**src/rtl/ss_master.sv**
```systemverilog
// ss_master: data-stack master that keeps TOS locally and sequences PUSH/POP on the slave stack.
// Build option STACK_ALU_EN enables the ADD/SUB/AND/XOR opcodes (8-11); without it they raise err.
module ss_master #(
    parameter int DEPTH = 16,
    parameter int DSZ   = 32
) (
    input  logic                       clk,
    input  logic                       rst,
    input  logic                       en,
    input  logic                       cmd_valid,
    output logic                       cmd_ready,
    input  logic [3:0]                 cmd_op,
    input  logic [DSZ-1:0]             cmd_lit,
    output logic [DSZ-1:0]             tos,
    output logic [$clog2(DEPTH+2)-1:0] depth,
    output logic                       done,
    output logic                       err,
    output logic [1:0]                 ss_op,
    output logic [DSZ-1:0]             ss_vi,
    input  logic [DSZ-1:0]             ss_s0
);
    // state  | meaning
    // IDLE   | ready for a command; single-cycle ops complete here
    // SWAP2  | old NOS held in t0; push TOS and take t0 as new TOS
    // ROT2   | b held in t0; pop a into t1
    // ROT3   | push b back onto the slave
    // ROT4   | push c, take a as new TOS

    localparam int DW = $clog2(DEPTH + 2);
    localparam logic [DW-1:0] DEPTH_FULL = DW'(DEPTH + 1);

    localparam logic [3:0] OP_NOP  = 4'd0;
    localparam logic [3:0] OP_PUSH = 4'd1;
    localparam logic [3:0] OP_DROP = 4'd2;
    localparam logic [3:0] OP_DUP  = 4'd3;
    localparam logic [3:0] OP_SWAP = 4'd4;
    localparam logic [3:0] OP_OVER = 4'd5;
    localparam logic [3:0] OP_ROT  = 4'd6;
`ifdef STACK_ALU_EN
    localparam logic [3:0] OP_ADD  = 4'd8;
    localparam logic [3:0] OP_SUB  = 4'd9;
    localparam logic [3:0] OP_AND  = 4'd10;
    localparam logic [3:0] OP_XOR  = 4'd11;
`endif

    localparam logic [1:0] SS_NOP  = 2'd0;
    localparam logic [1:0] SS_PUSH = 2'd1;
    localparam logic [1:0] SS_POP  = 2'd2;

    typedef enum logic [2:0] {
        S_IDLE,
        S_SWAP2,
        S_ROT2,
        S_ROT3,
        S_ROT4
    } state_t;

    state_t         state, state_nxt;
    logic [DSZ-1:0] tos_nxt;
    logic [DW-1:0]  depth_nxt;
    logic [DSZ-1:0] t0, t0_nxt;
    logic [DSZ-1:0] t1, t1_nxt;

    logic           accept;
    logic           op_known;
    logic           op_grow;
    logic [DW-1:0]  min_depth;
    logic           op_bad;

    assign cmd_ready = en & (state == S_IDLE);
    assign accept    = cmd_valid & cmd_ready;

`ifdef STACK_ALU_EN
    logic [DSZ-1:0] alu_res;

    always_comb begin
        case (cmd_op)
            OP_ADD:  alu_res = ss_s0 + tos;
            OP_SUB:  alu_res = ss_s0 - tos;
            OP_AND:  alu_res = ss_s0 & tos;
            default: alu_res = ss_s0 ^ tos;
        endcase
    end
`endif

    // Legality: minimum depth per opcode, and growing ops need a free slave cell.
    always_comb begin
        op_known  = 1'b1;
        op_grow   = 1'b0;
        min_depth = '0;
        case (cmd_op)
            OP_NOP:  ;
            OP_PUSH: op_grow = 1'b1;
            OP_DROP: min_depth = DW'(1);
            OP_DUP: begin
                min_depth = DW'(1);
                op_grow   = 1'b1;
            end
            OP_SWAP: min_depth = DW'(2);
            OP_OVER: begin
                min_depth = DW'(2);
                op_grow   = 1'b1;
            end
            OP_ROT:  min_depth = DW'(3);
`ifdef STACK_ALU_EN
            OP_ADD, OP_SUB, OP_AND, OP_XOR: min_depth = DW'(2);
`endif
            default: op_known = 1'b0;
        endcase
        op_bad = !op_known || (depth < min_depth) || (op_grow && (depth == DEPTH_FULL));
    end

    always_comb begin
        state_nxt = state;
        tos_nxt   = tos;
        depth_nxt = depth;
        t0_nxt    = t0;
        t1_nxt    = t1;
        ss_op     = SS_NOP;
        ss_vi     = '0;
        done      = 1'b0;
        err       = 1'b0;
        if (en) begin
            case (state)
                S_IDLE: begin
                    if (accept) begin
                        if (op_bad) begin
                            err = 1'b1;
                        end else begin
                            case (cmd_op)
                                OP_PUSH: begin
                                    if (depth != '0) begin
                                        ss_op = SS_PUSH;
                                        ss_vi = tos;
                                    end
                                    tos_nxt   = cmd_lit;
                                    depth_nxt = depth + DW'(1);
                                    done      = 1'b1;
                                end
                                OP_DROP: begin
                                    if (depth > DW'(1)) begin
                                        ss_op   = SS_POP;
                                        tos_nxt = ss_s0;
                                    end else begin
                                        tos_nxt = '0;
                                    end
                                    depth_nxt = depth - DW'(1);
                                    done      = 1'b1;
                                end
                                OP_DUP: begin
                                    ss_op     = SS_PUSH;
                                    ss_vi     = tos;
                                    depth_nxt = depth + DW'(1);
                                    done      = 1'b1;
                                end
                                OP_OVER: begin
                                    ss_op     = SS_PUSH;
                                    ss_vi     = tos;
                                    tos_nxt   = ss_s0;
                                    depth_nxt = depth + DW'(1);
                                    done      = 1'b1;
                                end
                                OP_SWAP: begin
                                    ss_op     = SS_POP;
                                    t0_nxt    = ss_s0;
                                    state_nxt = S_SWAP2;
                                end
                                OP_ROT: begin
                                    ss_op     = SS_POP;
                                    t0_nxt    = ss_s0;
                                    state_nxt = S_ROT2;
                                end
`ifdef STACK_ALU_EN
                                OP_ADD, OP_SUB, OP_AND, OP_XOR: begin
                                    ss_op     = SS_POP;
                                    tos_nxt   = alu_res;
                                    depth_nxt = depth - DW'(1);
                                    done      = 1'b1;
                                end
`endif
                                default: ;
                            endcase
                        end
                    end
                end
                S_SWAP2: begin
                    ss_op     = SS_PUSH;
                    ss_vi     = tos;
                    tos_nxt   = t0;
                    done      = 1'b1;
                    state_nxt = S_IDLE;
                end
                S_ROT2: begin
                    ss_op     = SS_POP;
                    t1_nxt    = ss_s0;
                    state_nxt = S_ROT3;
                end
                S_ROT3: begin
                    ss_op     = SS_PUSH;
                    ss_vi     = t0;
                    state_nxt = S_ROT4;
                end
                S_ROT4: begin
                    ss_op     = SS_PUSH;
                    ss_vi     = tos;
                    tos_nxt   = t1;
                    done      = 1'b1;
                    state_nxt = S_IDLE;
                end
                default: state_nxt = S_IDLE;
            endcase
        end
    end

    always_ff @(posedge clk or posedge rst) begin
        if (rst) begin
            state <= S_IDLE;
            tos   <= '0;
            depth <= '0;
            t0    <= '0;
            t1    <= '0;
        end else begin
            state <= state_nxt;
            tos   <= tos_nxt;
            depth <= depth_nxt;
            t0    <= t0_nxt;
            t1    <= t1_nxt;
        end
    end

endmodule

```
**config.mk**
```make
export PLATFORM = sky130hd
export DESIGN_NAME = ss_master
export DESIGN_NICKNAME = d
export VERILOG_FILES = /design/src/rtl/ss_master.sv
export SDC_FILE = /design/constraint.sdc
export NUM_CORES = 1
export LEC_CHECK = 0
export BUFFER_PORTS_ARGS = -buffer_cell sky130_fd_sc_hd__buf_2
export CAP_MARGIN = 20
export CORE_MARGIN = 3
export CORE_UTILIZATION = 44
export DETAILED_ROUTE_END_ITERATION = 10
export PLACE_DENSITY = 0.68
export SYNTH_ARGS = -nofsm -noshare
export SYNTH_HDL_FRONTEND = slang
export SYNTH_SLANG_ARGS = --single-unit
```
**constraint.sdc**
```tcl
create_clock -name clk -period 6.35 [get_ports clk]
set_clock_uncertainty 0.15 [all_clocks]
set_input_delay 0.635 -clock clk [delete_from_list [all_inputs] [get_ports clk]]
set_output_delay 0.635 -clock clk [all_outputs]
set_load 0.05 [all_outputs]
```
After elaboration in Yosys (flattened, before gate mapping). Index checks and enable logic that the tools add are counted. Widths: inputs -> output; s select.

Add/sub/neg operators: 2. $lt $le $gt $ge: 2. Equal/unequal tests: 15. Muxes and demuxes: 35. Bitwise logic cells: 3. Reductions and logical operators: 23.

Operators with widths (number): $pmux 32 s3 (3); $mux 32 (7); $pmux 32 s2 (1); $reduce_and 5->1 (3); $eq 4x3->1 const B (3); $pmux 2 s3 (2); $mux 1 (11); $pmux 5 s2 (1); $reduce_or 2->1 (5); $pmux 3 s3 (1); $eq 4x2->1 const B (2); $mux 2 (4); $pmux 2 s4 (1); $reduce_or 7->1 (1); $eq 3x2->1 const B (2); $mux 3 (2); $pmux 3 s2 (1); $reduce_or 3->1 (2); $add 5x1->5 const B (1); $eq 5x5->1 const B (1); $gt 5x1->1 const B (1); $lt 5x5->1 (1); $reduce_bool 5->1 (1); $sub 5x1->5 const B (1); 19 further kinds (22).

Register bits after elaboration: 104. Output and inout port bits: 74. Word-level logic and storage cells: 85.

Longest topological paths before layout. Gate-level depths: netlist of the first run.

Depth in word-level cells: 10. Mapped depth: 11. Depth with buffers taken out: 9.

Least setup slack after synthesis of the first run. No wires, ideal clock.

Path kind: input-to-output. From: input port en. To: output port ss_op[1]. Arrival time: 4.120 ns. Data required time: 5.565 ns. Path slack: 1.445 ns. Stages: 5. Buffers on the path: 0. Cell sequence: nor4b_1 -> nand2_1 -> nor3_1 -> a22oi_1 -> nor3_1.

Word-level cells in the longest chain between the ends: 5.

RTL lines: start, declared (RTL line 9) `input logic en,`; $and 1x1->1 (RTL line 70) `assign cmd_ready = en & (state == S_IDLE);`; $and 1x1->1 (RTL line 71) `assign accept = cmd_valid & cmd_ready;`; $mux 2 (RTL line 126) `if (accept) begin`; $pmux 2 s3 (RTL line 124) `case (state)`; $mux 2 (*) (RTL line 123) `if (en) begin`; end, declared (RTL line 18) `output logic [1:0] ss_op,`.

Every way passes the cells marked *; elsewhere a longest branch is shown, timed or not.

Final worst setup path of the first run.
From: input port cmd_op[2]. To: output port ss_vi[3].

Word-level cells in the longest chain between the ends: 10. Elaborated cells on any way between the ends: 25. Classes of those cells: order compare: 1; eq/ne: 6; mux: 8; reduce/logical: 10.

RTL lines: start, declared (RTL line 12) `input logic [3:0] cmd_op,`; $eq 4x3->1 (tied with other cells) (RTL line 91) `case (cmd_op)`; $reduce_or 2->1 (no line) / $reduce_or 7->1 (equally long branches); $pmux 2 s3 / $mux 1 (equally long branches) (RTL line 91); $lt 5x5->1 / $logic_not 1->1 (equally long branches) (RTL line 110) `op_bad = !op_known || (depth < min_depth) || (op_grow && (depth == DEPTH_FULL));`; $logic_or 1x1->1 (2 in a row) (RTL line 110); $mux 32 (*) (RTL line 127) `if (op_bad) begin`; $mux 32 (*) (RTL line 126); $pmux 32 s3 (*) (RTL line 124); $mux 32 (*) (RTL line 123); end, declared (RTL line 19) `output logic [DSZ-1:0] ss_vi,`.

Marked as above.

==> results_dict.tcl, run 1 <==
set metrics [dict create \
    rows 41 \
    ios 146 \
    timing.rr.start "depth[1]" \
    netlist_area_sq_um 5940 \
    rsz0062_at_grt "false" \
    cp-start-kind "primary input" \
    report.final.slew_viol_count 0 \
    postCtsSetupRepairBufs 0 \
    routed_wl_mm 16.8 \
    grt_max_degree 58 \
    r2r_cells 8 \
    hold_viol_final 0 \
    grtUsageMet2_pct 35.7 \
    worst-setup-path-type "in2out" \
    grt_first_pass_wirelength_mm 26.2 \
    period_share_pct 68.2 \
    rrSetupSlack_ns 2.83 \
    synth-seq-area-share_pct 43.8 \
    fin_crit_ns 4.33 \
    slew_headroom_pct 22.4 \
    use_met1_pct 31.6 \
    synthArstFlopShare_pct 100 \
    syn_inst 494 \
    worst_slew_pin_slew_ns 1.16 \
    clockRootBuffer "clkbuf_16" \
    reg2reg_to "tos[21]" \
    ant_nets 0 \
    setup_viol 0 \
    hpwl_mm 10.9 \
    grt_pass1_vias 4754 \
    dieArea_sq_um 14900 \
    cts.sinks 104 \
    routedWlPerCell_um 21.3 \
    peakVddDrop_uv 215 \
    power_density_nw_per_um2 488 \
    die_h_um 122 \
    antenna_found_initial 0 \
    drc 0 \
    status "finished, final reports clean" \
    synth_nets 571 \
    power_mw 3.45 \
    start_util_pct 45.9 \
    layout_commonest_cell "buf_2" \
    hold_buffers 0 \
    syn_to_final_growth_pct 19.1 \
    grt_util_all_layers_pct 22.5 \
    design.core.area_sq_um 12900 \
    leakagePower_nw 3.29 \
    postSynthAreaPerCell_sq_um 12.0 \
    routed-via-count 4846 \
    nets 690 \
    h-tree-depth 3 \
    cts-buffers-inserted 9 \
    grt_overflow_total 0 \
    ys_seq_elements 104 \
    vias_per_cell 6.14 \
    setup_tns_ns 0 \
    synth_edf_count 0 \
    maxCapViolCount 0 \
    clkLatencyLatePin_ns 0.35 \
    use_met3_pct 3.81 \
    hp-class "in2async" \
    worst_ep_arrival_time_ns 3.54 \
    fp.dieW_um 122 \
    clkTransAtPathRegs_ns 0.07 \
    cp_max_fo 18 \
    ys.flop_type "dfrtp_1" \
    cts_tree "built" \
    cp-startpoint "cmd_op[2]" \
    max-clock-path-buffers 2 \
    ys_warn_count 0 \
    place.gp.congestion 0.820 \
    first_pass_iters 5 \
    critPathRequiredTime_ns 5.56 \
    dr.first_iter.drc_count 485 \
    mostFrequentLayoutCells "buf_2 (145), dfrtp_1 (104), mux2_4 (60)" \
    drive_gt1_share_pct 44.7 \
    max_freq_ghz 0.231 \
    end_kind "primary output" \
    num_antenna_cells 0 \
    synth_cell_types 49 \
    grt_busiest_layer "met2" \
    cts_resized 0 \
    portBuffers 145 \
]
==> final cells by class <==
type	count	area, sq um
repair buffers	154	793
flip-flops and latches	104	2600
multi-input cells	337	3130
clock buffers	12	236
inverters	7	28.8
clock inverters	3	67.6
well taps	172	215
fillers	1173	5860
==> stage by stage <==
step	std cells	util, %	hold WS [ns]	setup WS [ns]	instance area, sq um
detailed placement	774	52.3	0.340	2.06	6770
global placement	774	52.3	0.334	2.19	6770
floorplan	494	-	0.332	1.44	5940
global route	789	54.7	0.260	1.79	7070
CTS	789	54.7	0.228	2.04	7070
finish	789	54.7	0.214	2.02	7070
==> cells in the mapped netlist (2+ instances only) <==
| cell | number | share of area [%] |
|---|---|---|
| mux2_4 | 60 | 15 |
| a221o_1 | 32 | 5.4 |
| o21ai_0 | 4 | 0.34 |
| buf_6 | 7 | 1.3 |
| and3_1 | 4 | 0.42 |
| nand4_1 | 2 | 0.21 |
| nor3_1 | 6 | 0.51 |
| mux2_2 | 37 | 7.0 |
| xnor2_1 | 3 | 0.44 |
| a21oi_1 | 36 | 3.0 |
| and2_1 | 2 | 0.21 |
| a22o_1 | 32 | 4.7 |
| or4_1 | 2 | 0.25 |
| inv_1 | 7 | 0.44 |
| nand2_1 | 9 | 0.57 |
| xor2_1 | 3 | 0.44 |
| or3_1 | 2 | 0.21 |
| nand3_1 | 33 | 2.8 |
| dfrtp_1 | 104 | 44 |
| o22a_1 | 2 | 0.30 |
| nand3b_1 | 2 | 0.25 |
| a22oi_1 | 33 | 4.2 |
| nor4b_1 | 2 | 0.30 |
| nor2_1 | 4 | 0.25 |
| clkbuf_1 | 34 | 2.2 |
| buf_2 | 3 | 0.25 |
| a2111oi_1 | 3 | 0.51 |
| ha_1 | 5 | 1.1 |
==> kinds of logic after synthesis <==
kind of cell / count (synthesis) / share of synthesized area [%]
AO/OA/AOI/OAI: 151 / 20.2
flip-flops: 104 / 43.8
multiplexers: 98 / 22.4
AND/OR/NAND/NOR: 77 / 7.25
buffers and inverters: 53 / 4.36
XOR/XNOR: 6 / 0.885
adder cells (fa/ha/maj): 5 / 1.05
==> where the power goes <==
part	total (mW)	switching [mW]	internal, mW
sequential	1.21	0.265	0.950
clock	0.588	0.243	0.344
combinational	1.65	1.01	0.641
total	3.45	1.51	1.94
==> state kept, by name (all words and copies together) (netlist names) <==
signal / count
t0: 32
state: 3
depth: 5
t1: 32
tos: 32
==> worst max-delay path, stage by stage <==
cell	delay [ns]
buf_2	0.15
inv_1	0.08
nor2_1	0.15
nand2_1	0.07
ha_1	0.33
and3_1	0.21
a2111oi_4	0.06
nor4_4	0.84
buf_4	0.40
nand3_1	0.11
a21oi_1	0.19
buf_2	0.30
==> metal layers <==
layer	part of all wire (%)	vias to the layer above	wire length, um
li1	-	2156	-
met1	45	2475	7520
met2	48	191	8030
met3	5.8	24	983
met4	1.6	0	266
met5	0	-	0
==> worst max path at each step <==
stage	depth (start not counted)	to	slack, ns
after floorplan	5	ss_op[1]	1.44
after global placement	12	ss_vi[24]	2.19
after detailed placement	12	ss_vi[4]	2.06
after CTS	12	ss_vi[4]	2.04
after global routing	12	ss_vi[23]	1.79
final	12	ss_vi[3]	2.02
Power figures use the tool's default switching activity.
==> run 2, diff against run 1 <==
--- a/config.mk
+++ b/config.mk
@@ -5,12 +5,13 @@
 export SDC_FILE = /design/constraint.sdc
 export NUM_CORES = 1
 export LEC_CHECK = 0
+export ABC_AREA = 1
 export BUFFER_PORTS_ARGS = -buffer_cell sky130_fd_sc_hd__buf_2
 export CAP_MARGIN = 20
 export CORE_MARGIN = 3
 export CORE_UTILIZATION = 44
 export DETAILED_ROUTE_END_ITERATION = 10
-export PLACE_DENSITY = 0.68
+export PLACE_DENSITY = 0.66
 export SYNTH_ARGS = -nofsm -noshare
 export SYNTH_HDL_FRONTEND = slang
 export SYNTH_SLANG_ARGS = --single-unit
==> constraint.sdc (replaced) <==
create_clock -name clk -period 4.5 [get_ports clk]
set_clock_uncertainty 0.15 [all_clocks]
set_input_delay 0.45 -clock clk [delete_from_list [all_inputs] [get_ports clk]]
set_output_delay 0.45 -clock clk [all_outputs]
set_load 0.05 [all_outputs]
==> results_dict.tcl, run 2 <==
set metrics [dict create \
    status "finished, final reports clean" \
    num_antenna_cells 0 \
    cts.sinks 104 \
    synth_top_area_cell "dfrtp_1" \
    worst-setup-path-type "reg2out" \
    die_h_um 135 \
    hp-class "in2reg" \
    ant_nets 0 \
    ys_warn_count 0 \
    vias_per_cell 5.49 \
    layout_commonest_cell "nand2_1" \
    worst_ep_arrival_time_ns 2.88 \
    instances_no_fill 1419 \
    yosys-top-cells-count "nand2_1 (311), nand3_1 (233), inv_1 (123)" \
    synth_edf_count 0 \
    yosys-top-cells-area "dfrtp_1 (36%), nand2_1 (16%), nand3_1 (16%), inv_1 (6.3%), o21ai_0 (4.6%)" \
    pwr-share-seq_pct 31.2 \
    syn_to_final_growth_pct 15.9 \
    synth_top_family_by_area "simple AND/OR/NAND/NOR gates" \
    ys_seq_elements 104 \
    synth_mux_area_share_pct 4.32 \
    postSynthAreaPerCell_sq_um 6.66 \
    synth_top_area_share_pct 35.6 \
    largest_registers "t0 x32, t1 x32, tos x32" \
    grt_max_degree 79 \
    rows 46 \
    grt_util_all_layers_pct 27.3 \
    dieArea_sq_um 18200 \
    dr.first_iter.drc_count 614 \
    first_pass_iters 5 \
    report.final.slew_viol_count 0 \
    holdWs_ns 0.207 \
    setup_viol 0 \
    synth_nets 1174 \
    power_frac_comb_pct 54.7 \
    clkTransAtPathRegs_ns 0.07 \
    hpwl_mm 15.7 \
    rsz0062_at_grt "false" \
    h-tree-depth 3 \
    ios 146 \
    drc 0 \
    critPathRequiredTime_ns 3.90 \
    synth_fa_ha_area_share_pct 0.856 \
    grt_overflow_total 0 \
    synth-compound-area-share_pct 10.3 \
    maxCapViolCount 0 \
    hold_buffers 0 \
    portBuffers 145 \
    drive_gt1_share_pct 18.8 \
    mostFrequentLayoutCells "nand2_1 (311), nand3_1 (233), buf_2 (145)" \
    routed-via-count 7797 \
    dpl.cell_count 1402 \
    slew_headroom_pct 38.6 \
    cts_resized 0 \
    routed_wl_mm 24.6 \
    synthXorXnorAreaFrac_pct 0.839 \
    timing.rr.start "depth[1]" \
    p_switching_mw 2.91 \
    grt_first_pass_wirelength_mm 39.3 \
    fin_crit_ns 3.48 \
    internal_power_mw 2.56 \
    ys.flop_type "dfrtp_1" \
    setup_tns_ns 0 \
    cts_tree "built" \
    grt_pass1_vias 7255 \
    design.core.area_sq_um 16100 \
    hold_start "ss_s0[24]" \
    synthArstFlopShare_pct 100 \
    power.share.clock_pct 14.1 \
    start_util_pct 45.5 \
    synth-seq-area-share_pct 35.6 \
    layout_setup_ws_ns 1.02 \
    switching_share_pct 53.2 \
    power_density_nw_per_um2 646 \
    max_freq_ghz 0.287 \
    power_mw 5.47 \
    nets 1277 \
    routedWlPerCell_um 17.3 \
    hold_viol_final 0 \
    fp.dieW_um 135 \
    leakagePower_nw 4.44 \
    syn_inst 1097 \
    clockRootBuffer "clkbuf_16" \
    peakVddDrop_uv 549 \
    place.gp.congestion 0.894 \
    period_share_pct 77.4 \
    synth-simple-area-share_pct 36.8 \
    clkLatencyLatePin_ns 0.36 \
    cp_max_fo 26 \
    netlist_area_sq_um 7310 \
    yosysMostFrequentCell "nand2_1" \
    cts-buffers-inserted 9 \
    worst_slew_pin_slew_ns 0.918 \
    end_kind "primary output" \
    cp-start-kind "flip-flop" \
    antenna_found_initial 0 \
    postCtsSetupRepairBufs 0 \
    synth_cell_types 29 \
    cp-startpoint "depth[1]" \
    max-clock-path-buffers 2 \
    post-place-ws_ns 1.21 \
]
==> run 2: changes by cell type after synthesis, sizes merged, moves of 6 or more <==
| cell | delta |
|---|---|
| nand2 | +304 |
| a221o | -32 |
| a22oi | -33 |
| nand4 | +31 |
| clkbuf | +6 |
| buf | +26 |
| nor2 | +15 |
| a22o | -32 |
| o21ai | +92 |
| mux2 | -69 |
| nand3 | +202 |
| a21oi | +7 |
| inv | +118 |
==> run 2: cell families after synthesis <==
kind of cell,after synthesis
multiplexers,28
XOR/XNOR,7
flip-flops,104
AND/OR/NAND/NOR,604
AO/OA/AOI/OAI,146
buffers and inverters,203
adder cells (fa/ha/maj),5
==> run 2: final timing paths <==
check | to | slack, ns | depth (start not counted)
setup / recovery | ss_vi[0] | 1.02 | 9
hold / removal | t0[24] | 0.21 | 3
setup reg to reg | t0[14] | 1.39 | 10
hold reg to reg | t1[21] | 0.36 | 1
max in group asynchronous | t0[15] | 2.83 | 5
min in group asynchronous | t1[27] | 0.40 | 3
==> run 2: cell type report <==
cell class	count	area [sq um]
Timing Repair Buffer	170	956
Inverter	125	472
Sequential cell	104	2600
Clock buffer	11	253
Tap cell	216	270
Fill cell	1610	7590
Clock inverter	3	26.3
Multi-Input combinational cell	790	3890
==> run 2: stage by stage <==
step	cell area, sq um	utilization [%]
floorplan	7310	-
global placement	8140	50.7
detailed placement	8140	50.7
CTS	8420	52.4
global route	8470	52.8
finish	8470	52.8
==> run 2: critical path: stages (launching register included) <==
cell	delay, ns
dfrtp_1	0.49
inv_1	0.14
ha_1	0.20
nand2_1	0.67
buf_4	0.30
nand3_1	0.08
nand2_1	0.07
nand4_1	0.09
a21oi_1	0.18
buf_2	0.30
==> run 2: layer usage <==
layer / global-route usage [%] / share of wire (%)
met1: 37.3 / 44
met2: 44.4 / 46
met3: 5.66 / 8.1
met4: 7.07 / 1.9
met5: 0 / 0
==> run 2: power groups by stage <==
stage / logic, mW / registers [mW] / clock network [mW]
2_1_floorplan: 1.71 / 2.15 / 0
3_3_place_gp: 2.94 / 1.71 / 0
3_5_place_dp: 2.97 / 1.72 / 0
4_1_cts: 2.98 / 1.70 / 0.788
5_1_grt: 3.28 / 1.76 / 0.816
6_report: 2.99 / 1.71 / 0.769
==> run 3, diff against run 2 <==
==> constraint.sdc (replaced) <==
create_clock -name clk -period 3.35 [get_ports clk]
set_clock_uncertainty 0.15 [all_clocks]
set_input_delay 0.335 -clock clk [delete_from_list [all_inputs] [get_ports clk]]
set_output_delay 0.335 -clock clk [all_outputs]
set_load 0.05 [all_outputs]
==> results_dict.tcl, run 3 (synthesized netlist as in run 2, its figures left out) <==
set metrics [dict create \
    grt_overflow_total 0 \
    pwr-share-seq_pct 30.1 \
    layout_commonest_cell "nand2_1" \
    power_density_nw_per_um2 873 \
    cts_tree "built" \
    leakagePower_nw 4.50 \
    clockRootBuffer "clkbuf_16" \
    period_share_pct 93.3 \
    routedWlPerCell_um 18.0 \
    timing.rr.start "depth[1]" \
    setup_tns_ns 0 \
    grt_pass1_vias 7688 \
    vias_per_cell 5.64 \
    routed_wl_mm 25.6 \
    power_frac_comb_pct 54.8 \
    holdPathStages 3 \
    worst_ep_arrival_time_ns 2.64 \
    end_kind "primary output" \
    routed.top_layer "met4" \
    worst-setup-path-type "reg2out" \
    peakVddDrop_uv 539 \
    clkTransAtPathRegs_ns 0.07 \
    slew_headroom_pct 46.0 \
    reg2reg_to "tos[18]" \
    switching_share_pct 52.7 \
    wl_met3_mm 2.13 \
    hpwl_mm 16.3 \
    fp.dieW_um 135 \
    r2r_cells 11 \
    nets 1283 \
    portBuffers 145 \
    worst_slew_pin_slew_ns 0.808 \
    syn_to_final_growth_pct 19.1 \
    hold_start "ss_s0[19]" \
    fin_crit_ns 3.13 \
    hp-class "in2reg" \
    final_core_util_pct 54.2 \
    report.final.slew_viol_count 0 \
    place.gp.congestion 0.887 \
    drc 0 \
    design.core.area_sq_um 16100 \
    internal_power_mw 3.59 \
    dr.first_iter.drc_count 760 \
    grt_first_pass_wirelength_mm 41.3 \
    largest_registers "t0 x32, t1 x32, tos x32" \
    hold_viol_final 0 \
    n_fill_cell 1589 \
    cts.sinks 104 \
    power.share.clock_pct 15.1 \
    h-tree-depth 3 \
    rrSetupSlack_ns 0.55 \
    status "finished, final reports clean" \
    grt_util_all_layers_pct 28.6 \
    die_h_um 135 \
    cp_common_cell "buf_4" \
    maxCapViolCount 0 \
    first_pass_iters 6 \
    mostFrequentLayoutCells "nand2_1 (310), nand3_1 (233), buf_2 (144)" \
    route.layer.met1.wl_mm 11.5 \
    ios 146 \
    setup_viol 0 \
    dieArea_sq_um 18200 \
    start_util_pct 45.5 \
    max_freq_ghz 0.320 \
    critPathRequiredTime_ns 2.86 \
    cp_slowest_cell "dfrtp_1" \
    rows 46 \
    wl_met2_mm 11.2 \
    crit_chain "buf_4 -> nor2_1 -> nand2_1 -> buf_4 -> o21ai_0 -> inv_1 -> a21oi_2 -> buf_2" \
    hold_end "t0[19]" \
    grt_max_degree 54 \
    antenna_found_initial 0 \
    ant_nets 0 \
    num_antenna_cells 0 \
    p_switching_mw 4.01 \
    critPathMaxStageDelay_ns 0.40 \
    routed-via-count 8055 \
    clkLatencyLatePin_ns 0.36 \
    drive_gt1_share_pct 22.0 \
    cp-start-kind "flip-flop" \
    rsz0062_at_grt "false" \
    holdWs_ns 0.0819 \
    cp_max_fo 33 \
    max-clock-path-buffers 2 \
    cts-buffers-inserted 9 \
]
run 3: per-stage QoR:
step / worst slack (ns) / cell area, sq um / power (mW) / instances
global route: 0.0411 / 8700 / 8.12 / 1427
CTS: 0.139 / 8700 / 7.58 / 1426
global placement: 0.459 / 8360 / 6.36 / 1409
floorplan: 0.0625 / 7420 / 5.24 / 1097
detailed placement: 0.470 / 8360 / 6.42 / 1409
finish: 0.223 / 8700 / 7.60 / 1427
run 3: cell type report:
| cell class | instances | area (sq um) | share of cell area (%) |
|---|---|---|---|
| sequential | 104 | 2600 | 29.9 |
| tap | 216 | 270 | 3.10 |
| inverter | 125 | 473 | 5.43 |
| timing repair buffer | 176 | 1010 | 11.6 |
| clock inverter | 4 | 56.3 | 0.647 |
| clock buffer | 12 | 267 | 3.06 |
| multi-input combinational | 790 | 4020 | 46.2 |
run 3: what timing repair did:
item,CTS,global route
hold buffers,1,0
setup buffers,0,1
gates resized for setup,0,1
setup endpoints to repair,0,33
endpoints found under the hold margin,51,0
run 3: worst max path at each step:
stage | from | to | slack [ns] | cells past startpoint
2_1_floorplan | state[2] | ss_vi[1] | 0.06 | 8
3_3_place_gp | depth[1] | tos[17] | 0.46 | 11
3_5_place_dp | depth[1] | tos[0] | 0.47 | 11
4_1_cts | depth[1] | done | 0.14 | 10
5_1_grt | state[2] | ss_vi[28] | 0.04 | 8
6_report | state[2] | ss_vi[25] | 0.22 | 8
run 3: power groups by stage:
stage / registers, mW / logic (mW) / clock network [mW]
finish: 2.29 / 4.17 / 1.15
CTS: 2.27 / 4.14 / 1.16
detailed placement: 2.29 / 4.12 / 0
global placement: 2.28 / 4.08 / 0
global route: 2.36 / 4.55 / 1.21
floorplan: 2.88 / 2.35 / 0
run 3: worst max-delay path, delay by kind of cell, from the launching register on:
kind,cells,cell delay [ns]
buffers and inverters,4,1.01
DFF,1,0.40
and+or+nand+nor,2,0.53
AOI/OAI and AO/OA,2,0.32
run 3: routing by layer:
layer | global-route usage, % | vias up
met3 | 6.33 | 53
met5 | 0 | -
met4 | 10.7 | 0
met1 | 39.9 | 3807
met2 | 43.5 | 366
li1 | - | 3829
